<file path="config.mk">
export PLATFORM = sky130hd
export DESIGN_NAME = slip_axis_dec
export DESIGN_NICKNAME = d
export VERILOG_FILES = /design/src/rtl/slip_axis_dec.sv
export SDC_FILE = /design/constraint.sdc
export NUM_CORES = 1
export LEC_CHECK = 0
export ABC_CLOCK_PERIOD_IN_PS = 1800
export CAP_MARGIN = 40
export CELL_PAD_IN_SITES_DETAIL_PLACEMENT = 0
export CELL_PAD_IN_SITES_GLOBAL_PLACEMENT = 1
export CORE_UTILIZATION = 34
export DETAILED_ROUTE_END_ITERATION = 16
export PLACE_DENSITY = 0.85
export SKIP_LAST_GASP = 1
export SYNTH_ARGS = -nofsm -noshare
export SYNTH_HDL_FRONTEND = slang
export SYNTH_SLANG_ARGS = --single-unit
</file>
<file path="constraint.sdc">
create_clock -name i_clk -period 1.8 [get_ports i_clk]
set_input_delay 0.27 -clock i_clk [delete_from_list [all_inputs] [get_ports i_clk]]
set_output_delay 0.27 -clock i_clk [all_outputs]
set_load 0.03 [all_outputs]
</file>
<file path="src/rtl/slip_axis_dec.sv">
// SLIP frame decoder: strips END/ESC framing and emits an AXI-Stream byte stream with tlast per frame.
// Optional frame/error counters are enabled by defining SLIP_AXIS_DEC_STATS_EN.
module slip_axis_dec (
  input  logic        i_clk,
  input  logic        i_rst,
  input  logic        i_s_axis_tvalid,
  output logic        o_s_axis_tready,
  input  logic [7:0]  i_s_axis_tdata,
  output logic        o_m_axis_tvalid,
  input  logic        i_m_axis_tready,
  output logic [7:0]  o_m_axis_tdata,
  output logic        o_m_axis_tkeep,
  output logic        o_m_axis_tlast
`ifdef SLIP_AXIS_DEC_STATS_EN
  ,
  output logic [15:0] o_frame_cnt,
  output logic [15:0] o_err_cnt
`endif
);

  localparam logic [7:0] C_END     = 8'hC0;
  localparam logic [7:0] C_ESC     = 8'hDB;
  localparam logic [7:0] C_ESC_END = 8'hDC;
  localparam logic [7:0] C_ESC_ESC = 8'hDD;

  typedef enum logic [1:0] {S_IDLE, S_DATA, S_ESC, S_DISCARD} state_t;

  state_t      r_state, w_state_nxt;
  logic        r_h_valid;
  logic [7:0]  r_h_data;
  logic        r_o_valid;
  logic [7:0]  r_o_data;
  logic        r_o_keep;
  logic        r_o_last;
  logic        r_in_frame;

  logic        w_accept;
  logic        w_o_load;
  logic [7:0]  w_o_data;
  logic        w_o_keep;
  logic        w_o_last;
  logic        w_h_load;
  logic        w_h_clr;
  logic [7:0]  w_h_byte;

  assign o_s_axis_tready = !r_o_valid || i_m_axis_tready;
  assign w_accept        = i_s_axis_tvalid && o_s_axis_tready;

  assign o_m_axis_tvalid = r_o_valid;
  assign o_m_axis_tdata  = r_o_data;
  assign o_m_axis_tkeep  = r_o_keep;
  assign o_m_axis_tlast  = r_o_last;

  always_comb begin
    w_state_nxt = r_state;
    w_o_load    = 1'b0;
    w_o_data    = r_h_data;
    w_o_keep    = 1'b1;
    w_o_last    = 1'b0;
    w_h_load    = 1'b0;
    w_h_clr     = 1'b0;
    w_h_byte    = i_s_axis_tdata;
    if (w_accept) begin
      case (r_state)
        S_IDLE, S_DATA: begin
          if (i_s_axis_tdata == C_END) begin
            // Empty frames produce nothing; otherwise the held byte closes the frame.
            w_o_load    = r_h_valid;
            w_o_last    = 1'b1;
            w_h_clr     = 1'b1;
            w_state_nxt = S_IDLE;
          end else if (i_s_axis_tdata == C_ESC) begin
            w_state_nxt = S_ESC;
          end else begin
            w_o_load    = r_h_valid;
            w_h_load    = 1'b1;
            w_state_nxt = S_DATA;
          end
        end
        S_ESC: begin
          if (i_s_axis_tdata == C_ESC_END || i_s_axis_tdata == C_ESC_ESC) begin
            w_o_load    = r_h_valid;
            w_h_load    = 1'b1;
            w_h_byte    = (i_s_axis_tdata == C_ESC_END) ? C_END : C_ESC;
            w_state_nxt = S_DATA;
          end else begin
            // Abort beat only if the downstream has seen, or will see, part of this frame.
            w_o_load    = r_h_valid || r_in_frame;
            w_o_data    = 8'h00;
            w_o_keep    = 1'b0;
            w_o_last    = 1'b1;
            w_h_clr     = 1'b1;
            w_state_nxt = (i_s_axis_tdata == C_END) ? S_IDLE : S_DISCARD;
          end
        end
        default: begin
          if (i_s_axis_tdata == C_END) w_state_nxt = S_IDLE;
        end
      endcase
    end
  end

  always_ff @(posedge i_clk or negedge i_rst) begin
    if (!i_rst) begin
      r_state    <= S_IDLE;
      r_h_valid  <= 1'b0;
      r_o_valid  <= 1'b0;
      r_o_data   <= 8'h00;
      r_o_keep   <= 1'b0;
      r_o_last   <= 1'b0;
      r_in_frame <= 1'b0;
    end else begin
      r_state <= w_state_nxt;
      if (w_h_load)     r_h_valid <= 1'b1;
      else if (w_h_clr) r_h_valid <= 1'b0;
      if (w_o_load) begin
        r_o_valid  <= 1'b1;
        r_o_data   <= w_o_data;
        r_o_keep   <= w_o_keep;
        r_o_last   <= w_o_last;
        r_in_frame <= !w_o_last;
      end else if (i_m_axis_tready) begin
        r_o_valid <= 1'b0;
      end
    end
  end

  // Hold data is qualified by r_h_valid, so it needs no reset.
  always_ff @(posedge i_clk) begin
    if (w_h_load) r_h_data <= w_h_byte;
  end

`ifdef SLIP_AXIS_DEC_STATS_EN
  logic w_err;
  assign w_err = w_accept && (r_state == S_ESC) &&
                 (i_s_axis_tdata != C_ESC_END) && (i_s_axis_tdata != C_ESC_ESC);

  always_ff @(posedge i_clk or negedge i_rst) begin
    if (!i_rst) begin
      o_frame_cnt <= 16'h0000;
      o_err_cnt   <= 16'h0000;
    end else begin
      if (w_o_load && w_o_keep && w_o_last) o_frame_cnt <= o_frame_cnt + 16'h0001;
      if (w_err)                            o_err_cnt   <= o_err_cnt + 16'h0001;
    end
  end
`endif

endmodule
</file>
==> run metrics <==
DRT Wirelength=2.25 mm; Peak VDD IR=0.351 mV; Slew HR=66.6%; Clock Tree Root=clkbuf_4; Die Y=56.7 µm; Core Box Area=2810 µm²; Hold Path Class=in2async; clock latency on the worst-skew pair=roughly 0.32 ns; 1st-pass router iterations=10; Vias=843; area of the die=approximately 3200 µm²; Fmax=582 MHz; P&R area growth vs syn=47.8%; Wirelength per Cell=14.2 µm; Via density=5.34; Sw Share=30.3%; synth top area cells=dfrtp_1 37%, edfxtp_1 24%, a22o_1 6.9%; Final Cycle Share=between 90% and 100%; combinational cell fraction of total power=27.8%; Seq pwr share=52.0%; Remaining Overflow, GRT=0; Avg Synthesized Cell Area=roughly 12 µm²; CP Launch Type=input port; Die X-Extent=between 50 and 60 µm; Final Setup Violations=0; final instance area=around 1500 µm²; CTS tree=done; post-synthesis register bit count=23; Clk pin slew, worst setup/hold paths=approximately 0.13 ns; vias in the first global route=850; Synth Instances=84; Setup CP Type=in2reg; Post-Place Cells=about 150; diodes inserted=0; P_sw=0.366 mW; CTS Buffer Depth=2; Worst Tran Pin Value=between 0.5 and 0.6 ns; Ys Warns=0; PD cells=804 nW/µm²; GRT Overall Usage=roughly 16%; first-pass GRT wire length=3.83 mm; clk sinks=23; crit end category=register; crit path max fanout=3; share of cells above drive strength 1=about a third; CP arrival=1.80 ns; Finished Layout Cells=158; Clock Power Share=20.2%; Layout Nets=140; final hold viol count=0; IO Count=24; syn_nets=96; Critical Path RT=~1.9 ns; initial antenna violation count=0; H-tree lvl count=1; area leader, netlist=dfrtp_1; largest net degree at the start of global routing=16; number of max-cap violations=0; failing checks=DRC; RSZ-0062 raised after global routing=no; # port buffers=23; CP Cell Sequence=clkdlybuf4s50_1, or4b_4, nor2_4, mux2_4; dpl cell area=1440 µm²; slowest stage delay, CP=about 0.53 ns; Internal=0.844 mW; Yosys top cell area share=about 37%; register area share after synthesis=60.4%; Slowest-stage cell, CP=or4b_4; final max-slew violation count=0; DR iter-0 viols=19; Mapped Area=1020 µm²; fin crit period=~1.7 ns; Max Clock Skew=0.00479 ns; Antenna Nets Post-Route=0; Leak=0.618 nW; postcts setup bufs=0; Netlist cell types=35; row cnt=19; run status=finished, violations left; GPL Wtd Cong=around 0.78; number of CTS-inserted buffers=3; hpwl dp=1.74 mm; Post-route DRC=2; initial core utilization=36.3%
-- synthesized netlist by cell type, drive strengths merged --
| library cell | count |
|---|---|
| dfrtp | 15 |
| o211ai | 1 |
| nand3b | 1 |
| o32ai | 1 |
| nand3 | 2 |
| o21ai | 3 |
| or4 | 1 |
| clkbuf | 4 |
| a31o | 1 |
| a21o | 2 |
| or4b | 1 |
| nand4 | 1 |
| o32a | 1 |
| a22o | 8 |
| a31oi | 1 |
| mux2 | 2 |
| nand2 | 7 |
| nor2b | 2 |
| and2 | 1 |
| or3 | 1 |
| a21boi | 1 |
| nor4b | 2 |
| buf | 1 |
| nor3 | 2 |
| a21oi | 5 |
| edfxtp | 8 |
| nand4bb | 1 |
| or2 | 1 |
| inv | 1 |
| nand2b | 1 |
| nor2 | 5 |
-- power by group through the flow --
stage               combinational (mW)  clock [mW]  sequential, mW
floorplan                       0.0976           0           0.711
global placement                 0.326           0           0.638
detailed placement               0.335           0           0.641
CTS                              0.338       0.247           0.630
global route                     0.359       0.271           0.638
finish                           0.336       0.244           0.629
-- flip-flops by register name, summed over array words and instances (netlist names) --
signal           flops
o_m_axis_tdata       8
r_state              2
r_h_data             8
r_in_frame           1
o_m_axis_tkeep       1
r_h_valid            1
o_m_axis_tvalid      1
o_m_axis_tlast       1
-- what timing repair did --
item,in CTS,in global routing
hold buffers,0,0
pin swaps,4,1
setup endpoints to repair,13,10
resized for setup,12,3
-- final timing paths --
kind	from	end	slack, ns	cells after the start
worst max-delay path	i_s_axis_tdata[2]	r_h_data[3]	0.08	4
worst min-delay path	i_rst	o_m_axis_tdata[2]	0.24	2
worst max register to register	r_state[0]	o_m_axis_tdata[1]	0.13	6
worst min register to register	r_h_data[2]	o_m_axis_tdata[2]	0.48	1
max in group asynchronous	i_rst	o_m_axis_tdata[1]	1.39	2
min in group i_clk	i_s_axis_tdata[5]	r_h_data[5]	0.35	2
-- cell type report --
type | count | area [µm²]
fillers | 256 | 1300
clock buffers | 3 | 22.5
well taps | 31 | 38.8
multi-input cells | 55 | 438
repair buffers | 44 | 382
inverters | 1 | 3.75
clock inverters | 1 | 5.00
flip-flops and latches | 23 | 616
-- layer usage --
layer	global-route usage, %	up-vias	part of all wire, %
met4	8.36	0	2.5
met3	2.07	5	3.8
li1	-	402	-
met5	0	-	0
met2	27.0	23	50
met1	19.5	413	44
-- worst max-delay path: cells and delay by family --
family / cells / cell delay, ns
buf+inv: 1 / 0.51
mux: 1 / 0.32
simple gates: 2 / 0.70
-- placed cells by master (no fill, tap or decap), types with 2 or more instances in the layout --
master           synthesis  routed
buf_4                    0      22
nand3_1                  2       2
o21ai_0                  3       2
nor2b_1                  2       2
nor2_1                   4       4
a21oi_2                  1       2
clkbuf_4                 0       3
dfrtp_1                 15      15
edfxtp_1                 8       8
a21oi_1                  4       3
mux2_4                   0       2
dlygate4sd2_1            0       5
a22o_1                   8       8
nand2_1                  7       7
clkdlybuf4s50_1          0      16
-- stage by stage --
| stage | power (mW) | setup WS, ns | hold slack (ns) | TNS (ns) | util, % |
|---|---|---|---|---|---|
| CTS | 1.22 | 0.0458 | 0.253 | 0 | 53.2 |
| finish | 1.21 | 0.0829 | 0.245 | 0 | 53.7 |
| global route | 1.27 | 0.0191 | 0.265 | 0 | 53.7 |
| global placement | 0.964 | -0.363 | 0.445 | -7.12 | 51.5 |
| floorplan | 0.808 | 0.0390 | -0.0256 | 0 | - |
| detailed placement | 0.976 | -0.431 | 0.453 | -8.64 | 51.5 |
-- logic make-up after synthesis --
logic type,after synthesis,synth area share [%]
multiplexers,2,2.21
AND/OR/NAND/NOR,29,17.4
buffers and inverters,6,2.33
flip-flops,23,60.4
AO/OA/AOI/OAI,24,17.6
Note: power is estimated with default switching activity, not from simulation.
